==> src/rtl/dkong_pal_load_ctrl.sv <==
// Palette RAM load sequencer: streams 512 bytes into col2 then col1 palette RAMs,
// with optional blank-only gating and an additive checksum check at the end.
module dkong_pal_load_ctrl #(
  parameter bit          BLANK_ONLY = 1'b0,
  parameter bit          CHECK_EN   = 1'b0,
  parameter logic [15:0] EXP_SUM    = 16'h0
) (
  input  logic        CLK_24M,
  input  logic        W_1EF_RST,
  input  logic        I_START,
  input  logic        I_ABORT,
  input  logic        I_DL_VALID,
  input  logic [7:0]  I_DL_DATA,
  output logic        O_DL_READY,
  input  logic        I_CMPBLKn,
  output logic [7:0]  O_WR_ADDR,
  output logic [7:0]  O_WR_DATA,
  output logic        O_WR_COL2,
  output logic        O_WR_COL1,
  output logic        O_BUSY,
  output logic        O_DONE,
  output logic        O_ERR,
  output logic [15:0] O_SUM
);

  typedef enum logic [1:0] {IDLE, LOAD2, LOAD1, CHECK} state_t;

  state_t      state_q, state_d;
  logic [7:0]  addr_q, addr_d;
  logic [15:0] sum_q, sum_d;
  logic [7:0]  wr_addr_q, wr_addr_d;
  logic [7:0]  wr_data_q, wr_data_d;
  logic        wr_col2_q, wr_col2_d;
  logic        wr_col1_q, wr_col1_d;
  logic        busy_q, busy_d;
  logic        done_q, done_d;
  logic        err_q, err_d;

  logic loading, blank_ok, ready, accept;

  assign loading  = (state_q == LOAD2) || (state_q == LOAD1);
  assign blank_ok = (BLANK_ONLY == 1'b0) || !I_CMPBLKn;
  assign ready    = loading && blank_ok && !I_ABORT;
  assign accept   = I_DL_VALID && ready;

  always_comb begin
    state_d   = state_q;
    addr_d    = addr_q;
    sum_d     = sum_q;
    wr_addr_d = wr_addr_q;
    wr_data_d = wr_data_q;
    wr_col2_d = 1'b0;
    wr_col1_d = 1'b0;
    busy_d    = busy_q;
    done_d    = done_q;
    err_d     = err_q;

    // Write port lags the accept by one cycle; address/data hold between strobes.
    if (accept) begin
      wr_addr_d = addr_q;
      wr_data_d = I_DL_DATA;
      wr_col2_d = (state_q == LOAD2);
      wr_col1_d = (state_q == LOAD1);
      addr_d    = addr_q + 8'd1;
      sum_d     = sum_q + {8'h00, I_DL_DATA};
    end

    case (state_q)
      IDLE: begin
        if (I_START) begin
          state_d = LOAD2;
          addr_d  = 8'd0;
          sum_d   = 16'd0;
          done_d  = 1'b0;
          err_d   = 1'b0;
          busy_d  = 1'b1;
        end
      end
      LOAD2, LOAD1: begin
        if (I_ABORT) begin
          state_d = IDLE;
          busy_d  = 1'b0;
          done_d  = 1'b0;
          err_d   = 1'b1;
        end else if (accept && (addr_q == 8'hFF)) begin
          state_d = (state_q == LOAD2) ? LOAD1 : CHECK;
        end
      end
      CHECK: begin
        state_d = IDLE;
        busy_d  = 1'b0;
        done_d  = 1'b1;
        err_d   = CHECK_EN && (sum_q != EXP_SUM);
      end
      default: state_d = IDLE;
    endcase
  end

  always_ff @(posedge CLK_24M or negedge W_1EF_RST) begin
    if (!W_1EF_RST) begin
      state_q   <= IDLE;
      addr_q    <= 8'd0;
      sum_q     <= 16'd0;
      wr_addr_q <= 8'd0;
      wr_data_q <= 8'd0;
      wr_col2_q <= 1'b0;
      wr_col1_q <= 1'b0;
      busy_q    <= 1'b0;
      done_q    <= 1'b0;
      err_q     <= 1'b0;
    end else begin
      state_q   <= state_d;
      addr_q    <= addr_d;
      sum_q     <= sum_d;
      wr_addr_q <= wr_addr_d;
      wr_data_q <= wr_data_d;
      wr_col2_q <= wr_col2_d;
      wr_col1_q <= wr_col1_d;
      busy_q    <= busy_d;
      done_q    <= done_d;
      err_q     <= err_d;
    end
  end

  assign O_DL_READY = ready;
  assign O_WR_ADDR  = wr_addr_q;
  assign O_WR_DATA  = wr_data_q;
  assign O_WR_COL2  = wr_col2_q;
  assign O_WR_COL1  = wr_col1_q;
  assign O_BUSY     = busy_q;
  assign O_DONE     = done_q;
  assign O_ERR      = err_q;
  assign O_SUM      = sum_q;

endmodule
==> config.mk <==
export PLATFORM = sky130hd
export DESIGN_NAME = dkong_pal_load_ctrl
export DESIGN_NICKNAME = d
export VERILOG_FILES = /design/src/rtl/dkong_pal_load_ctrl.sv
export SDC_FILE = /design/constraint.sdc
export NUM_CORES = 1
export LEC_CHECK = 0
export ABC_AREA = 0
export BUFFER_PORTS_ARGS = -buffer_cell sky130_fd_sc_hd__buf_2
export CORE_UTILIZATION = 30
export DETAILED_ROUTE_END_ITERATION = 16
export GPL_TIMING_DRIVEN = 0
export PLACE_DENSITY = 0.58
export SKIP_LAST_GASP = 1
export SLEW_MARGIN = 20
export SYNTH_ARGS = -nofsm -noshare
export SYNTH_HDL_FRONTEND = slang
export SYNTH_SLANG_ARGS = --single-unit
export TNS_END_PERCENT = 20
==> constraint.sdc <==
create_clock -name CLK_24M -period 2.3 [get_ports CLK_24M]
set_input_delay 0.345 -clock CLK_24M [delete_from_list [all_inputs] [get_ports CLK_24M]]
set_output_delay 0.345 -clock CLK_24M [all_outputs]
set_load 0.01 [all_outputs]
### After elaboration in Yosys (flattened, before gate mapping)

Index checks and enable logic that the tools add are counted.

| cells by class | value |
|---|---|
| reductions and logical operators | 9 |
| equal/unequal tests | 7 |
| muxes and demuxes | 20 |
| $add $sub $neg | 2 |

Operators by type and width:

| kind | number |
|---|---|
| 16-bit two-way mux | 3 |
| 8-bit two-way mux | 3 |
| 16-bit by 8-bit adder with 16-bit output | 1 |
| 1-bit case mux with 3 select lines | 3 |
| 8-bit by 1-bit adder with 8-bit output (second input constant) | 1 |
| 8-bit == test (second input constant) | 1 |
| 1-bit two-way mux | 7 |
| 2-bit two-way mux | 3 |
| 2-bit case mux with 3 select lines | 1 |
| 2-bit == test (second input constant) | 2 |
| 2-bit inequality test (second input constant) | 2 |
| 2-bit AND reduction | 2 |
| 1-bit logical AND | 3 |
| 3-bit inequality test (second input constant) | 1 |
| 2-bit by 1-bit == test with 1-bit output (second input constant) | 1 |
| 2-bit zero test | 1 |
| 2-bit OR reduction | 1 |
| 1-bit zero test | 1 |
| 1-bit logical OR | 1 |

| storage, ports and cells | value |
|---|---|
| bits of input ports | 14 |
| word-level logic and storage cells | 48 |
| register bits | 47 |
| output and inout bits | 38 |

### Depth between registers and ports, before layout

| logic depth | value |
|---|---|
| depth in word-level cells | 8 |
| gate-level depth with buffers | 7 |
| mapped depth without buffers | 7 |

### Worst setup path before layout

OpenSTA, ideal clock, no wires.

| path | value |
|---|---|
| kind | reg-to-reg |
| start point | register sum_q[0] (netlist: O_SUM[0]) |
| end point | register sum_q[6] (netlist: O_SUM[6]) |
| data arrival time | 1.971 ns |
| cell stages (with the launch flop) | 8 |
| clock period less this slack | 2.057 ns |
| path buffers | 0 |
| data required time | 2.214 ns |
| setup slack | 0.243 ns |
| library setup time | 0.086 ns |
| cells stage by stage | dfrtp_1 -> ha_1 -> fa_1 -> a211oi_1 -> o21bai_1 -> a21o_1 -> and3_1 -> nor3_1 |

| on the way | value |
|---|---|
| longest elaborated chain between the ends | 4 |

RTL lines:

| element | RTL line | RTL |
|---|---|---|
| start, declared | 30 | `logic [15:0] sum_q, sum_d;` |
| start signal, assigned | 114 | `sum_q <= sum_d;` |
| 16-bit by 8-bit adder with 16-bit output (*) | 65 | `sum_d = sum_q + {8'h00, I_DL_DATA};` |
| 16-bit two-way mux (*) | 59 | `if (accept) begin` |
| 16-bit two-way mux | 70 | `if (I_START) begin` |
| 16-bit two-way mux (*) | 68 | `case (state_q)` |
| via sum_d[6] | 30 |  |

The timed path passes the listed nets; every way through them passes the cells marked *.
A chain may end at the register's enable or synchronous reset.

### Worst setup path after layout

| path | value |
|---|---|
| start point | register sum_q[0] (netlist: O_SUM[0]) |
| end point | register sum_q[14] (netlist: O_SUM[14]) |

Same word-level chain as after synthesis.

==> results by group <==
Critical path
  • Crit path from: O_SUM[0]
  • Arrival @ worst endpoint: 2310 ps
  • Worst r2r src: O_SUM[0]
  • Cell Chain, Critical Path: ha_1 -> fa_1 -> a211oi_4 -> nor3_1 -> o211ai_1 -> xor2_1 -> nor2_1
  • CP bufs+invs: 0
  • CP Class: reg2reg
  • Critical path capture point type: register
  • Worst path max stage delay: ~470 ps
  • Stages on worst setup path: 7
  • Slowest cell on crit path: fa_1
  • Delay-heaviest family, CP: adder cells
  • Worst Path Max Fanout: 4
  • Crit start category: register
  • R2R depth: 7
  • Worst path required time: 2470 ps

STA
  • Final setup vio count: 0
  • Tcrit/Tclk final: 93.1%
  • Final Max Tran Viols: 0
  • Setup Skew: between 6 and 7 ps
  • Slew at the pin closest to its max-slew limit: 605 ps
  • FMAX: 0.467 GHz
  • Final hold viol count: 0
  • Fin crit period: about 2100 ps
  • Relative slew slack: 59.6%
  • Setup_tns: 0 ps
  • RSZ-0062 raised after global routing: true

Yosys
  • Yosys top cell by area: dfrtp_1
  • Yosys top cell area share: 48.8%
  • Flops & latches, synth: 47
  • Post-synth EDFFs: 0
  • Synth cell types: 42
  • Cells after Synth: around 250
  • Synthesized area: 0.00241 sq mm
  • Synth Net Count: 282
  • FFs w/ async S/R, synth: 100%
  • Sequential area share after synthesis: 48.8%
  • Synth warn: 0
  • Synth Flop Type: dfrtp_1
  • Top post-synthesis cells by area: dfrtp_1, nand2_1, ha_1
  • Synth Area per Inst: 9.52 sq um

Cells and area
  • Final nets: roughly 340
  • # fillers: 804
  • Commonest cells after routing, fill and taps aside: nand2_1, buf_2, dfrtp_1
  • Commonest non-fill, non-tap cell in the layout: nand2_1
  • Area delta synth->final: 19.7%
  • Layout cells sized above 1: 21.5%
  • Antenna Cells: 0

Floorplanning
  • Num ports: 52
  • Die Ht: between 90 and 100 um
  • Die X: about 92 um
  • Initial core utilization: 31.2%
  • Die area: 0.00839 sq mm
  • Core ar.: 0.00773 sq mm
  • Row count: 32

Clocking
  • CTS H-tree depth: 2
  • Post-CTS setup buffers: 0
  • Clock-pin slew on the worst setup and hold paths: approximately 80 ps
  • CTS tree: built
  • TritonCTS Buffers: 5
  • Worst-Skew Late Latency: 300 ps
  • Post-CTS Hold Buffers: 0
  • Root buffer cell: clkbuf_8
  • Clock buffer depth: 2
  • Clk sink count: 47

Route
  • First-pass detailed-route iteration total: 4
  • Remaining antenna violation count: 0
  • WL per Instance: 13.2 um
  • Vias: 1970
  • Residual DRC: 0
  • Via density: approximately 4.8
  • WL final: between 5000 and 6000 um
  • DR iter-0 viols: 36

Place
  • DPL Wire Length: 4030 um
  • PortBufs: 50
  • Routability congestion estimate: 0.830

Global routing
  • Largest net degree at the start of global routing: 48
  • Initial antenna violation count: 0
  • Vias in the first global route: 2007
  • GRT Total Usage: 14.4%
  • First-pass GRT wire length: between 9000 and 10000 um
  • GRT overflow: 0

Outcome
  • Status: finished, final reports clean

Min path
  • Hold Crit Class: in2async

Pwr
  • Overall Power: 2990 uW
  • Peak VDD IR: 365 uV
  • P_leak: 0.00152 uW
  • Power density cells: 1040 mW/mm^2

Flow run
  • Max-cap viol count: 0
-- synth_stat cells (2+ instances only) --
cell      number
nand2_1       68
dfrtp_1       47
a21oi_1       17
ha_1          14
nor2_1        14
o21ai_0       10
xor2_1         9
inv_1          7
nand3_1        6
clkbuf_1       5
nand4_1        4
or3_1          4
a211oi_1       3
a21o_1         3
and2_1         3
nor3_1         3
o211ai_1       3
xnor2_1        3
a211o_1        2
buf_2          2
mux2_2         2
nand2b_1       2
o21bai_1       2
o31ai_1        2
-- sequential cells by signal, summed over array words and instances, names as in the netlist --
name,cells
O_WR_DATA,8
state_q,2
O_SUM,16
addr_q,8
O_BUSY,1
O_DONE,1
O_ERR,1
O_WR_COL1,1
O_WR_ADDR,8
O_WR_COL2,1
-- final timing paths --
kind	endpoint	slack, ps
setup / recovery	O_SUM[14]	160
hold / removal	O_SUM[2]	50
setup reg to reg	O_SUM[14]	160
hold reg to reg	O_WR_ADDR[0]	470
max in group asynchronous	addr_q[0]	1840
min in group CLK_24M	O_WR_DATA[3]	260
-- final cells by class --
class / count / area (sq um) / area share, %
flip-flops and latches: 47 / 1180 / 40.8
inverters: 7 / 26.3 / 0.911
multi-input cells: 191 / 1190 / 41.1
plain buffers: 8 / 33.8 / 1.17
repair buffers: 50 / 253 / 8.76
clock inverters: 1 / 5.00 / 0.174
well taps: 102 / 128 / 4.43
clock buffers: 7 / 76.3 / 2.65
-- cells by family (layout without fill, tap and decap cells) --
group	Yosys count	count (layout)	synth area share (%)
multiplexers	2	2	0.935
XOR/XNOR	12	12	4.36
AND/OR/NAND/NOR	111	111	21.2
AO/OA/AOI/OAI	51	51	14.1
adder cells (fa/ha/maj)	15	15	8.10
buffers and inverters	15	73	2.44
flip-flops	47	47	48.8
-- through the flow --
stage	setup slack [ps]	util [%]	instance area, sq um	std cells	hold slack (ps)
after floorplan	243	-	2410	253	49.4
after global placement	-71.0	36.1	2790	405	450
after detailed placement	-13.0	36.1	2790	405	457
after CTS	1.24	37.1	2870	413	248
after global routing	-21.0	37.3	2880	413	95.0
final	158	37.3	2880	413	48.0
-- metal layers --
metal	up-vias	GRT usage, %	wire, um
met5	-	0	0
met4	0	4.76	79
met3	5	2.93	224
met2	49	22.2	2380
met1	936	19.9	2760
li1	980	-	-
-- timing repair --
action	CTS	global route
endpoints found under the setup margin	0	11
hold endpoints to repair	0	0
resized for setup	0	4
-- power by group --
part / switching [uW] / internal, uW
sequential: 161 / 1040
clock: 272 / 214
combinational: 775 / 527
total: 1210 / 1780
-- worst reg2reg max path: stages, from the launching register on --
cell	delay [ps]
dfrtp_1	410
ha_1	220
fa_1	470
a211oi_4	300
nor3_1	140
o211ai_1	240
xor2_1	180
nor2_1	50
Power figures use the tool's default switching activity.
